File: src/rtl/enemy_pacer.sv
// enemy_pacer: per-enemy frame tick, move/bullet/shoot strobes, respawn X and difficulty level.
// Define ENEMY_PACER_BURST_EN to add a second, delayed shot after each FIRE at MAX_LEVEL.

module enemy_pacer #(
  parameter int          V_ACTIVE       = 480,
  parameter int          MOVE_DIV_INIT  = 8,
  parameter int          BULLET_DIV     = 1,
  parameter int          SHOOT_MIN      = 32,
  parameter int          SHOOT_MASK     = 63,
  parameter int          X_MIN          = 0,
  parameter int          X_MAX          = 608,
  parameter logic [15:0] LFSR_SEED      = 16'hACE1,
  parameter int          LEVEL_UP_KILLS = 8,
  parameter int          MAX_LEVEL      = 3
`ifdef ENEMY_PACER_BURST_EN
  ,
  parameter int          BURST_GAP      = 8
`endif
) (
  input  logic       clk,
  input  logic       reset,
  input  logic       stop,
  input  logic [9:0] pix_x,
  input  logic [9:0] pix_y,
  input  logic       killed,
  output logic       frame_tick,
  output logic       move_down,
  output logic       move_bullet,
  output logic       shoot,
  output logic [9:0] random_number_x,
  output logic [1:0] level
);

  localparam logic [9:0]  V_ACTIVE_W   = 10'(V_ACTIVE);
  localparam logic [7:0]  MOVE_DIV_W   = 8'(MOVE_DIV_INIT);
  localparam logic [7:0]  BULLET_LAST  = 8'(BULLET_DIV - 1);
  localparam logic [7:0]  SHOOT_MIN_W  = 8'(SHOOT_MIN);
  localparam logic [5:0]  SHOOT_MASK_W = 6'(SHOOT_MASK);
  localparam logic [9:0]  X_MIN_W      = 10'(X_MIN);
  localparam logic [9:0]  X_MAX_W      = 10'(X_MAX);
  localparam logic [15:0] LFSR_MASK    = 16'hB400;
  localparam logic [7:0]  KILL_LAST    = 8'(LEVEL_UP_KILLS - 1);
  localparam logic [1:0]  MAX_LEVEL_W  = 2'(MAX_LEVEL);
`ifdef ENEMY_PACER_BURST_EN
  localparam logic [7:0]  BURST_GAP_W  = 8'(BURST_GAP);
`endif

  typedef enum logic [1:0] {
    S_IDLE = 2'd0,
    S_WAIT = 2'd1,
    S_FIRE = 2'd2
`ifdef ENEMY_PACER_BURST_EN
    ,
    S_BURST = 2'd3
`endif
  } shoot_state_t;

  logic         frame_cond;
  logic         cond_q;
  logic         advance;
  logic [15:0]  lfsr;
  logic [15:0]  lfsr_next;
  logic         x_in_range;
  logic [7:0]   move_cnt;
  logic [7:0]   bullet_cnt;
  logic [7:0]   kill_cnt;
  logic [7:0]   div_shift;
  logic [7:0]   move_last;
  logic         move_hit;
  logic         bullet_hit;
  shoot_state_t state;
  shoot_state_t state_next;
  logic [7:0]   shoot_cnt;
  logic [7:0]   cnt_next;
  logic [7:0]   shoot_reload;
  logic         shoot_set;

  // Edge-detect the frame position so a slow pixel enable still yields one tick.
  assign frame_cond = (pix_x == 10'd0) && (pix_y == V_ACTIVE_W);
  assign advance    = frame_tick && !stop;

  always_ff @(posedge clk or posedge reset) begin
    if (reset) begin
      cond_q     <= 1'b0;
      frame_tick <= 1'b0;
    end else begin
      cond_q     <= frame_cond;
      frame_tick <= frame_cond && !cond_q;
    end
  end

  assign lfsr_next = {1'b0, lfsr[15:1]} ^ (lfsr[0] ? LFSR_MASK : 16'h0000);

  // Written as "> or ==" so a zero X_MIN does not become a constant-true compare.
  assign x_in_range = ((lfsr[9:0] > X_MIN_W) || (lfsr[9:0] == X_MIN_W)) &&
                      (lfsr[9:0] <= X_MAX_W);

  always_ff @(posedge clk or posedge reset) begin
    if (reset) begin
      lfsr            <= LFSR_SEED;
      random_number_x <= X_MIN_W;
    end else begin
      lfsr <= lfsr_next;
      if (frame_tick && x_in_range) begin
        random_number_x <= lfsr[9:0];
      end
    end
  end

  always_comb begin
    div_shift = MOVE_DIV_W >> level;
    move_last = (div_shift == 8'd0) ? 8'd0 : div_shift - 8'd1;
  end

  assign move_hit   = (move_cnt >= move_last);
  assign bullet_hit = (bullet_cnt > BULLET_LAST) || (bullet_cnt == BULLET_LAST);

  always_ff @(posedge clk or posedge reset) begin
    if (reset) begin
      move_cnt    <= 8'd0;
      bullet_cnt  <= 8'd0;
      move_down   <= 1'b0;
      move_bullet <= 1'b0;
    end else begin
      move_down   <= 1'b0;
      move_bullet <= 1'b0;
      if (advance) begin
        if (move_hit) begin
          move_down <= 1'b1;
          move_cnt  <= 8'd0;
        end else begin
          move_cnt  <= move_cnt + 8'd1;
        end
        if (bullet_hit) begin
          move_bullet <= 1'b1;
          bullet_cnt  <= 8'd0;
        end else begin
          bullet_cnt  <= bullet_cnt + 8'd1;
        end
      end
    end
  end

  always_ff @(posedge clk or posedge reset) begin
    if (reset) begin
      kill_cnt <= 8'd0;
      level    <= 2'd0;
    end else if (killed && !stop) begin
      if (kill_cnt == KILL_LAST) begin
        kill_cnt <= 8'd0;
        if (level < MAX_LEVEL_W) begin
          level <= level + 2'd1;
        end
      end else begin
        kill_cnt <= kill_cnt + 8'd1;
      end
    end
  end

  assign shoot_reload = SHOOT_MIN_W + {2'b00, lfsr[5:0] & SHOOT_MASK_W};

  always_ff @(posedge clk or posedge reset) begin
    if (reset) begin
      state     <= S_IDLE;
      shoot_cnt <= 8'd0;
      shoot     <= 1'b0;
    end else begin
      state     <= state_next;
      shoot_cnt <= cnt_next;
      shoot     <= shoot_set;
    end
  end

  // FIRE is a one-cycle state entered together with the registered shoot pulse.
  always_comb begin
    state_next = state;
    cnt_next   = shoot_cnt;
    shoot_set  = 1'b0;
    case (state)
      S_IDLE: begin
        if (advance) begin
          state_next = S_WAIT;
          cnt_next   = shoot_reload;
        end
      end
      S_WAIT: begin
        if (advance) begin
          if (shoot_cnt <= 8'd1) begin
            state_next = S_FIRE;
            cnt_next   = 8'd0;
            shoot_set  = 1'b1;
          end else begin
            cnt_next   = shoot_cnt - 8'd1;
          end
        end
      end
      S_FIRE: begin
`ifdef ENEMY_PACER_BURST_EN
        if (level == MAX_LEVEL_W) begin
          state_next = S_BURST;
          cnt_next   = BURST_GAP_W;
        end else begin
          state_next = S_WAIT;
          cnt_next   = shoot_reload;
        end
`else
        state_next = S_WAIT;
        cnt_next   = shoot_reload;
`endif
      end
`ifdef ENEMY_PACER_BURST_EN
      S_BURST: begin
        if (advance) begin
          if (shoot_cnt <= 8'd1) begin
            state_next = S_WAIT;
            cnt_next   = shoot_reload;
            shoot_set  = 1'b1;
          end else begin
            cnt_next   = shoot_cnt - 8'd1;
          end
        end
      end
`endif
      default: begin
        state_next = S_IDLE;
        cnt_next   = 8'd0;
      end
    endcase
  end

endmodule
File: config.mk
export PLATFORM = sky130hd
export DESIGN_NAME = enemy_pacer
export DESIGN_NICKNAME = d
export VERILOG_FILES = /design/src/rtl/enemy_pacer.sv
export SDC_FILE = /design/constraint.sdc
export NUM_CORES = 1
export LEC_CHECK = 0
export BUFFER_PORTS_ARGS = -buffer_cell sky130_fd_sc_hd__buf_2
export CAP_MARGIN = 15
export CORE_ASPECT_RATIO = 1.2
export CORE_UTILIZATION = 45
export CTS_CLUSTER_SIZE = 30
export DETAILED_ROUTE_END_ITERATION = 10
export HOLD_SLACK_MARGIN = 0.03
export PLACE_DENSITY = 0.73
export SLEW_MARGIN = 0
export SYNTH_ARGS = -nofsm -noshare
export SYNTH_HDL_FRONTEND = slang
export SYNTH_SLANG_ARGS = --single-unit
File: constraint.sdc
create_clock -name clk -period 2.73 [get_ports clk]
set_input_delay 0.273 -clock clk [delete_from_list [all_inputs] [get_ports clk]]
set_output_delay 0.273 -clock clk [all_outputs]
set_load 0.01 [all_outputs]
Word level (Yosys, flattened, before mapping)

Cells that the tools add are included.

Bits of input ports: 24
Flip-flop bits (word level): 67
Logic and storage cells: 73

$lt $le $gt $ge: 6
Muxes and demuxes: 20
Add/subtract/negate cells: 7
Shifts and indexed selects: 1
Reductions and logical operators: 18
Equality and inequality tests: 7
Bitwise logic cells: 1

Operators with widths:

| kind                 | count |
|---|---|
| $mux 8               | 7 |
| $add 8x1->8 const B  | 3 |
| $pmux 8 s3           | 1 |
| $logic_not 10->1     | 2 |
| $logic_not 8->1      | 2 |
| $mux 16              | 1 |
| $sub 8x1->8 const B  | 2 |
| $xor 15x16->16       | 1 |
| $eq 10x9->1 const B  | 1 |
| $gt 10x1->1 const B  | 1 |
| $le 10x10->1 const B | 1 |
| $eq 8x3->1 const B   | 1 |
| $ge 8x8->1           | 1 |
| $gt 8x1->1 const B   | 1 |
| $le 8x1->1 const B   | 1 |
| $shr 4x2->8 const A  | 1 |
| $add 6x6->7 const A  | 1 |
| $mux 1               | 7 |
| $logic_and 1x1->1    | 6 |
| $mux 2               | 3 |
| $ne 2x2->1 const B   | 3 |
| $pmux 2 s3           | 1 |
| $reduce_and 3->1     | 2 |
| $add 2x1->2 const B  | 1 |
| other kinds (7)      | 9 |

Depth between registers and ports, before layout

Gate-level depths: netlist of run 1.

Word-level depth: 6
Gate-level depth with buffers: 10

Least setup slack after synthesis of run 1

OpenSTA, ideal clock, no wires.

Path kind: reg2reg
Start point: register level[0]
End point: register move_down
Buffers on the path: 0
Arrival time: 2.153 ns
Setup slack: 0.458 ns
Stages on the path, launching flop included: 10
Clock period less this slack: 2.272 ns
Required time: 2.611 ns
Library setup time: 0.119 ns
Path through: dfrtp_1 inv_1 ha_1 nor3_1 a21oi_1 ha_1 or4_1 nor2_1 o21ai_1 and2_1

Longest elaborated chain between the ends: 6

Ends and longest elaborated chain:

| item                                           | RTL line | source |
|---|---|---|
| start: declaration                             | 31       | `output logic [1:0] level` |
| start signal: assignment                       | 152      | `level <= level + 2'd1;` |
| $shr 4x2->8 *                                  | 111      | `div_shift = MOVE_DIV_W >> level;` |
| $sub 8x1->8 or $logic_not 8->1 (tied branches) | 112      | `move_last = (div_shift == 8'd0) ? 8'd0 : div_shift - 8'd1;` |
| $mux 8 *                                       | 112      |  |
| $ge 8x8->1 *                                   | 115      | `assign move_hit = (move_cnt >= move_last);` |
| $mux 1 *                                       | 128      | `if (move_hit) begin` |
| $mux 1 *                                       | 127      | `if (advance) begin` |
| end signal: assignment                         | 122      | `move_down <= 1'b0;` |
| end signal: assignment                         | 125      | `move_down <= 1'b0;` |
| end signal: assignment                         | 129      | `move_down <= 1'b1;` |
| end: declaration                               | 27       | `output logic move_down,` |

Mark *: on every way between the ends. The rest lies on a longest branch, timed or not.
A chain may end at the register's enable or synchronous reset.

Final worst setup path of run 1

Start point: register level[0]
End point: register move_cnt[3]

Longest elaborated chain between the ends: 5

Ends and longest elaborated chain:

| item                                           | RTL line | source |
|---|---|---|
| $shr 4x2->8 *                                  | 111      |  |
| $sub 8x1->8 or $logic_not 8->1 (tied branches) | 112      |  |
| $mux 8 *                                       | 112      |  |
| $ge 8x8->1 *                                   | 115      |  |
| $mux 8 *                                       | 128      |  |
| end signal: assignment                         | 132      | `move_cnt <= move_cnt + 8'd1;` |
| end: declaration                               | 64       | `logic [7:0] move_cnt;` |

Marks and branches as above.

==> flow_metrics.tcl, run 1 <==
set metrics [dict create \
    fp.dieArea_sq_um 6315 \
    syn_area_per_cell_sq_um 11.20 \
    p_per_area_nw_per_um2 673.6 \
    coreArea_sq_um 5705 \
    synth_seq_cells 59 \
    grt_start_max_net_pins 52 \
    end_kind "flip-flop" \
    ys_seq_area_share_pct 55.05 \
    wirelength_microns 4758 \
    clk_path_buf_depth 2 \
    cts_resized 0 \
    syn_inst 241 \
    syn_area_sq_um 2700 \
    synth-main-ff-cell "dfrtp_1" \
    wl_per_cell_microns 12.82 \
    whs_ps 192.3 \
    fin_worst_skew_ps 11.49 \
    hold_path_class "in2reg" \
    antennaDiodeCount 0 \
    drc 0 \
    power_uw 2150 \
    cts.clk_slew.worst_paths_ps 70 \
    cts_tree "done" \
    slew_viol_final 0 \
    rrSetupSlack_ps 300 \
    grt_util_all_layers_pct 17.64 \
    drive_gt1_share_pct 27.49 \
    finalCriticalPeriod_ps 2428 \
    yosys.area.top_type "dfrtp_1" \
    antenna_left 0 \
    fmaxAchievable_ghz 0.4118 \
    gr-total-overflow 0 \
    critPathBufInv 1 \
    grt_pass1_wl_microns 8404 \
    yosysMostFrequentCell "dfrtp_1" \
    yosys.cell_types.count 45 \
    tns_ps 0 \
    cpMaxStageDelayCell "or4_1" \
    arrival_ps 2670 \
    die_x_microns 72.71 \
    area.growth.synth_to_final_pct 18.21 \
    layout.nets 324 \
    max-vdd-ir-drop_v 0.0004592 \
    cts_buffers 9 \
    utilization_pct 55.94 \
    design_area_sq_um 3192 \
    crit_type "reg2reg" \
    rows 30 \
    maxCapViolCount 0 \
    hold_viol 0 \
    critPathMaxStageDelay_ps 490 \
    ios 40 \
    synth_edf_count 0 \
    cts-root-buf "clkbuf_8" \
    path_max_fanout 7 \
    synth_top_area_share_pct 47.27 \
    syn-num-nets 279 \
    synthTopCellsByCount "dfrtp_1 (51), nand2_1 (24), ha_1 (14), inv_1 (14), mux2_2 (12)" \
    globalplace.congestion 0.8422 \
    clkLatencyLatePin_ps 340 \
    outcome "finished clean" \
    rsz0062_at_grt "no" \
    die-height_microns 86.86 \
    firstDrtPassIters 4 \
    synthArstFlopShare_pct 100.0 \
    hpwl_microns 3343 \
    place_area_sq_um 2973 \
    worst_path_most_repeated_cell "ha_1" \
    drt_iter0_markers 88 \
    fillCellCount 517 \
    cp_top_family "simple AND/OR/NAND/NOR gates" \
    portBuffers 39 \
    vias_per_cell 5.245 \
    crit_chain "inv_1 > ha_1 > nor3_1 > a21oi_1 > ha_1 > or4_1 > nor2_1 > o21ai_1 > o211ai_1" \
    antenna_found_initial 0 \
    start_util_pct 47.32 \
    crit_path_start_kind "flip-flop" \
    num_vias 1946 \
    ys_top_cells_by_area "dfrtp_1 (47%), dfstp_2 (7.8%), ha_1 (6.5%)" \
    required_ps 2970 \
    grt_pass1_vias 1850 \
    htree_levels 3 \
    relSlewSlack_pct 51.80 \
    report.final.setup_viol 0 \
    period_share_pct 88.95 \
    leakage_uw 0.001570 \
    cts.sinks 59 \
    worst_pin_slew_ps 719.8 \
    yosys_warnings 0 \
]
==> cell usage in the layout, fill, tap and decap left out, types with 3 or more instances in the layout <==
cell type	synthesis	layout
and2_1	4	4
o21ai_0	8	8
inv_1	14	13
xor2_1	5	5
clkinv_4	0	3
nor3_1	9	9
dfstp_2	8	8
nand2_1	24	24
and3_1	3	3
buf_2	0	39
mux2_2	12	12
clkbuf_8	0	9
dfrtp_1	51	51
o211ai_1	5	5
nor4_1	5	5
nor2_1	9	9
a31oi_1	3	3
a21oi_1	6	6
nand3_1	4	4
or4_1	3	3
xnor2_1	6	6
nand2b_1	5	5
nor3b_1	3	3
ha_1	14	14
nand4_1	5	5
==> worst min-delay path: stages <==
cell     delay [ps]
buf_2            70
nor4_1           30
nand2_1          70
nor3_1           40
==> kinds of logic after synthesis <==
logic type,Yosys count,synth area share [%]
AND/OR/NAND/NOR,84,16.82
multiplexers,13,5.375
AO/OA/AOI/OAI,38,9.361
flip-flops,59,55.05
buffers and inverters,22,3.337
adder cells (fa/ha/maj),14,6.488
XOR/XNOR,11,3.568
==> state kept, by name, indices dropped and copies added, names as in the netlist <==
| signal | flops |
|---|---|
| lfsr | 16 |
| move_down | 1 |
| kill_cnt | 8 |
| cond_q | 1 |
| move_bullet | 1 |
| move_cnt | 8 |
| shoot_cnt | 8 |
| state | 2 |
| shoot | 1 |
| frame_tick | 1 |
| level | 2 |
| random_number_x | 10 |
==> routing by layer <==
metal / track usage, % / part of all wire (%) / up-vias
li1: - / - / 953
met1: 23.69 / 47 / 923
met2: 25.66 / 47 / 65
met3: 4.630 / 4.6 / 5
met4: 10.52 / 1.5 / 0
met5: 0 / 0 / -
==> path summary, 6_finish.rpt <==
check	to	startpoint	cells past startpoint
worst max-delay path	move_cnt[3]$_DFFE_PP0P_	level[0]$_DFFE_PP0P_	9
worst min-delay path	cond_q$_DFF_PP0_	pix_x[8]	4
worst max register to register	move_cnt[3]$_DFFE_PP0P_	level[0]$_DFFE_PP0P_	9
worst min register to register	lfsr[11]$_DFF_PP1_	lfsr[12]$_DFF_PP0_	0
max in group asynchronous	lfsr[9]$_DFF_PP0_	reset	4
min in group asynchronous	cond_q$_DFF_PP0_	reset	3
==> through the flow <==
stage               std cells  setup WS (ps)
finish                    371          301.8
global route              371          76.26
CTS                       371          299.6
detailed placement        354          329.2
global placement          354          419.9
floorplan                 241          457.8
==> timing repair <==
item                                   4_1_cts  5_1_grt
hold buffers                                 1        0
endpoints found under the hold margin        8        0
setup buffers                                0        0
==> layout make-up <==
class / count / area, sq um / share of cell area (%)
clock buffer: 9 / 123.9 / 3.881
clock inverter: 7 / 85.08 / 2.666
inverter: 14 / 52.55 / 1.646
multi-input combinational: 160 / 1124 / 35.20
sequential: 59 / 1486 / 46.57
tap: 80 / 100.1 / 3.136
timing repair buffer: 42 / 220.2 / 6.899
==> report_power, final <==
part	internal (uW)	switching, uW
sequential	922	62.2
combinational	151	190
clock	438	387
Power figures use the tool's default switching activity.
==> run 2, diff against run 1 <==
- BUFFER_PORTS_ARGS: -buffer_cell sky130_fd_sc_hd__buf_2 -> default
- CORE_MARGIN: default -> 2
- DONT_BUFFER_PORTS: default -> 1
- PLACE_DENSITY: 0.73 -> 0.68
==> run 2 against run 1 <==
  * Critical path depth stayed put
  * First-iteration DRC count decreased by 10%
  * Sequential power up 1%
  * Combinational power down 9.7%
  * Largest cell class unchanged
==> flow_metrics.tcl, run 2 (synthesis gave the netlist of run 1 again) <==
set metrics [dict create \
    grt_util_all_layers_pct 16.96 \
    top_register "lfsr" \
    cpMaxStageDelayCell "or4_1" \
    cts.sinks 59 \
    area.growth.synth_to_final_pct 11.58 \
    finalCriticalPeriod_ps 2467 \
    gr-total-overflow 0 \
    firstDrtPassIters 5 \
    drive_gt1_share_pct 16.27 \
    grt_start_max_net_pins 35 \
    grt_pass1_wl_microns 8280 \
    leakage_uw 0.001391 \
    cts.clk_slew.worst_paths_ps 70 \
    p_sw_uw 589.2 \
    p_per_area_nw_per_um2 723.4 \
    fin_worst_skew_ps 9.823 \
    slew_viol_final 0 \
    clkLatencyLatePin_ps 340 \
    pwr-share-comb_pct 14.1 \
    reg2regPathDepth 9 \
    tns_ps 0 \
    clk_path_buf_depth 2 \
    largestRegisters "lfsr: 16 flops, random_number_x: 10 flops" \
    cts_tree "done" \
    worst_path_most_repeated_cell "ha_1" \
    final_common_cell "dfrtp_1" \
    rows 30 \
    layout.nets 286 \
    antenna_found_initial 0 \
    end_kind "flip-flop" \
    drc 0 \
    period_share_pct 90.36 \
    grt_pass1_vias 1836 \
    fmaxAchievable_ghz 0.4054 \
    dp_cells 316 \
    antenna_left 0 \
    whs_endpoint "frame_tick$_DFF_PP0_" \
    antennaDiodeCount 0 \
    critPathMaxStageDelay_ps 490 \
    rrSetupSlack_ps 260 \
    hpwl_microns 3337 \
    whs_path_depth 3 \
    num_vias 1844 \
    hold_viol 0 \
    largest_reg_flops 16 \
    layout_common_cells "dfrtp_1 (50), nand2_1 (24), ha_1 (14)" \
    die_x_microns 74.71 \
    drt_iter0_markers 79 \
    hp-start "pix_x[8]" \
    wirelength_microns 4807 \
    maxCapViolCount 0 \
    portBuffers 0 \
    relSlewSlack_pct 54.48 \
    htree_levels 3 \
    vias_per_cell 5.554 \
    power.switching_fraction_pct 27.03 \
    coreArea_sq_um 5743 \
    start_util_pct 47.02 \
    fillCellCount 485 \
    outcome "finished clean" \
    power_frac_seq_pct 45.7 \
    cts-root-buf "clkbuf_8" \
    postCtsSetupBuffers 0 \
    arrival_ps 2700 \
    worst_pin_slew_ps 679.8 \
    crit_type "reg2reg" \
    wl_per_cell_microns 14.48 \
    fp.dieArea_sq_um 6638 \
    hold_path_class "in2reg" \
    path_max_fanout 7 \
    cts_buffers 9 \
    worstReg2RegStart "level[1]$_DFFE_PP0P_" \
    max-vdd-ir-drop_v 0.0004045 \
    clock_power_share_pct 40.2 \
    required_ps 2960 \
    globalplace.congestion 0.7914 \
    die-height_microns 88.86 \
    rr_endpoint "move_down$_DFF_PP0_" \
    crit_path_start_kind "flip-flop" \
    intPower_uw 1590 \
    ios 40 \
    fin_cells 332 \
    report.final.setup_viol 0 \
    rsz0062_at_grt "no" \
    crit_chain "inv_1 > ha_1 > nor3_1 > a21oi_1 > ha_1 > or4_1 > nor2_1 > o21ai_1 > and2_1" \
]
-- run 2: cell type report --
class | count | area [sq um] | area share [%]
inverter | 14 | 52.55 | 1.744
multi-input combinational | 160 | 1124 | 37.29
timing repair buffer | 4 | 32.53 | 1.080
clock inverter | 4 | 75.07 | 2.492
sequential | 59 | 1488 | 49.38
tap | 80 | 100.1 | 3.322
clock buffer | 11 | 141.4 | 4.693
-- run 2: worst max path at each step --
| stage | from | to | slack [ps] | cells past startpoint |
|---|---|---|---|---|
| detailed placement | level[0]$_DFFE_PP0P_ | move_down$_DFF_PP0_ | 210 | 9 |
| CTS | level[0]$_DFFE_PP0P_ | move_cnt[1]$_DFFE_PP0P_ | 160 | 9 |
| finish | level[1]$_DFFE_PP0P_ | move_down$_DFF_PP0_ | 260 | 9 |
| global route | level[1]$_DFFE_PP0P_ | move_down$_DFF_PP0_ | 20 | 9 |
| global placement | level[0]$_DFFE_PP0P_ | move_down$_DFF_PP0_ | 320 | 9 |
| floorplan | level[0]$_DFFE_PP0P_ | move_down$_DFF_PP0_ | 460 | 9 |
-- run 2: metrics by stage --
step	worst slack, ps	total power (uW)	instance area (sq um)	util, %	hold WS (ps)
floorplan	457.8	1250	2700	-	333.0
global placement	321.8	1306	2785	48.50	297.4
detailed placement	205.2	1325	2785	48.50	300.4
CTS	162.5	2206	3012	52.44	88.02
global route	18.34	2316	3013	52.46	122.3
finish	263.3	2180	3013	52.46	100.9
-- run 2: routing by layer --
| layer | GRT usage, % | share of wire (%) | wire (microns) | up-vias |
|---|---|---|---|---|
| li1 | - | - | - | 869 |
| met1 | 21.60 | 45 | 2181 | 892 |
| met2 | 24.54 | 44 | 2137 | 71 |
| met3 | 5.011 | 7.0 | 338 | 12 |
| met4 | 12.01 | 3.1 | 150 | 0 |
| met5 | 0 | 0 | 0 | - |
-- run 2: power by group through the flow --
| stage | Sequential (uW) | Combinational, uW | Clock, uW |
|---|---|---|---|
| after detailed placement | 1010 | 315 | 0 |
| after global routing | 1000 | 377 | 934 |
| after floorplan | 994 | 256 | 0 |
| after CTS | 994 | 318 | 895 |
| after global placement | 1010 | 300 | 0 |
| final | 996 | 308 | 876 |
-- run 2: repair_timing --
action                                 4_1_cts  5_1_grt
hold buffers                                 1        0
resized for setup                            0        1
setup endpoints to repair                    0        6
endpoints found under the hold margin       28        0
-- run 2: worst max-delay path, delay by kind of cell, from the launching register on --
family	cells	cell delay [ps]
adder cells (fa/ha/maj)	2	410
AND/OR/NAND/NOR	4	1090
flip-flops	1	470
buffers and inverters	1	110
AO/OA/AOI/OAI	2	270
==> run 3, diff against run 2 <==
- CORE_MARGIN: 2 -> default
- CTS_BUF_LIST: default -> sky130_fd_sc_hd__clkbuf_2 sky130_fd_sc_hd__clkbuf_4 sky130_fd_sc_hd__clkbuf_8
==> run 3 against run 2 <==
  * Sequential share of layout area shrank 0.20 points
  * Via count shrank 1.4%
  * Design area grew 0.42%
  * Clock-buffer cell count shrank 2
  * Worst hold slack gained 4.7 ps
  * Flip-flop and latch count is the same
  * Non-clock buffer count is the same
  * Wire length shrank 3.0%
  * Combinational power is essentially flat
  * Setup slack gained 39 ps
  * Largest cell class unchanged
  * Highest routed layer unchanged
==> flow_metrics.tcl, run 3 (synthesis gave the netlist of run 1 again) <==
set metrics [dict create \
    postCtsSetupBuffers 0 \
    arrival_ps 2660 \
    area.growth.synth_to_final_pct 12.05 \
    coreArea_sq_um 5705 \
    period_share_pct 88.93 \
    pwr-share-comb_pct 13.8 \
    rows 30 \
    wirelength_microns 4665 \
    power_uw 2238 \
    hold_viol 0 \
    pre_cts_slack_ps 266.1 \
    firstDrtPassIters 6 \
    crit_path_start_kind "flip-flop" \
    portBuffers 0 \
    p_sw_uw 585.1 \
    hpwl_microns 3266 \
    grt_pass1_vias 1753 \
    drive_gt1_share_pct 16.67 \
    hold_path_class "in2reg" \
    fillCellCount 517 \
    setup_slack_ps 302.2 \
    report.final.setup_viol 0 \
    max-vdd-ir-drop_v 0.0004454 \
    power_frac_seq_pct 44.4 \
    grt_start_max_net_pins 38 \
    end_kind "flip-flop" \
    crit_type "reg2reg" \
    start_util_pct 47.32 \
    globalplace.congestion 0.8269 \
    grt_pass1_wl_microns 8093 \
    cts.clk_slew.worst_paths_ps 70 \
    tns_ps 0 \
    outcome "finished clean" \
    vias_per_cell 5.476 \
    clkLatencyLatePin_ps 340 \
    die-height_microns 86.86 \
    ios 40 \
    leakage_uw 0.001408 \
    p_per_area_nw_per_um2 739.8 \
    top_register "lfsr" \
    cts-root-buf "clkbuf_8" \
    power.switching_fraction_pct 26.14 \
    clock_power_share_pct 41.9 \
    largest_reg_flops 16 \
    final_common_cell "dfrtp_1" \
    gr-total-overflow 0 \
    antenna_left 0 \
    cts.sinks 59 \
    path_max_fanout 7 \
    relSlewSlack_pct 51.69 \
    fp.dieArea_sq_um 6315 \
    htree_levels 3 \
    maxCapViolCount 0 \
    num_vias 1818 \
    grt_util_all_layers_pct 17.31 \
    required_ps 2970 \
    worst_pin_slew_ps 723.6 \
    drc 0 \
    cts_buffers 9 \
    rsz0062_at_grt "no" \
    largestRegisters "lfsr: 16 flops, random_number_x: 10 flops" \
    layout.nets 286 \
    die_x_microns 72.71 \
    antennaDiodeCount 0 \
    fin_worst_skew_ps 6.416 \
    slew_viol_final 0 \
    wl_per_cell_microns 14.05 \
    clk_path_buf_depth 2 \
    fmaxAchievable_ghz 0.4119 \
    antenna_found_initial 0 \
    cts_tree "done" \
    finalCriticalPeriod_ps 2428 \
    layout_common_cells "dfrtp_1 (50), nand2_1 (24), ha_1 (14)" \
    intPower_uw 1653 \
    drt_iter0_markers 135 \
]
## run 3: worst paths after layout
kind | from | end | slack [ps] | depth (start not counted)
max | level[1]$_DFFE_PP0P_ | move_down$_DFF_PP0_ | 300 | 9
min | pix_y[7] | frame_tick$_DFF_PP0_ | 110 | 2
max reg2reg | level[1]$_DFFE_PP0P_ | move_down$_DFF_PP0_ | 300 | 9
min reg2reg | lfsr[12]$_DFF_PP0_ | lfsr[11]$_DFF_PP1_ | 370 | 0
max in group asynchronous | reset | lfsr[0]$_DFF_PP1_ | 1510 | 3
min in group asynchronous | reset | level[0]$_DFFE_PP0P_ | 520 | 2
## run 3: per-stage QoR
step	instance area (sq um)	hold WS, ps	std cells	util, %
after global routing	3025	129.7	332	53.03
final	3025	105.6	332	53.03
after floorplan	2700	333.0	241	-
after global placement	2785	321.5	316	48.82
after CTS	3024	90.23	332	53.00
after detailed placement	2785	325.2	316	48.82
## run 3: worst max-delay path: stages, from the launching register on
cell and delay [ps]:
dfrtp_1 470, inv_1 120, ha_1 230, nor3_1 200, a21oi_1 70, ha_1 170
or4_1 490, nor2_1 160, o21ai_1 210, and2_1 220
## run 3: final cells by class
| cell class | instances | area, sq um | share of cell area, % |
|---|---|---|---|
| Inverter | 14 | 52.55 | 1.737 |
| Clock buffer | 9 | 123.9 | 4.094 |
| Multi-Input combinational cell | 160 | 1124 | 37.14 |
| Timing Repair Buffer | 4 | 32.53 | 1.075 |
| Clock inverter | 6 | 105.1 | 3.474 |
| Sequential cell | 59 | 1488 | 49.17 |
| Tap cell | 80 | 100.1 | 3.309 |
## run 3: power groups by stage
stage	clock [uW]	combinational [uW]	sequential, uW
after floorplan	0	256	994
after global placement	0	299	1010
after detailed placement	0	311	1010
after CTS	958	314	992
after global routing	998	365	1000
final	937	309	993
## run 3: timing repair
action / CTS / global route
hold buffers: 1 / 0
resized for setup: 0 / 1
hold endpoints to repair: 28 / 0
endpoints found under the setup margin: 0 / 1
## run 3: per-layer routing
metal	track usage [%]	part of all wire (%)	vias to the layer above
li1	-	-	873
met1	22.50	44	867
met2	25.23	46	67
met3	4.630	6.6	11
met4	11.76	3.2	0
met5	0	0	-
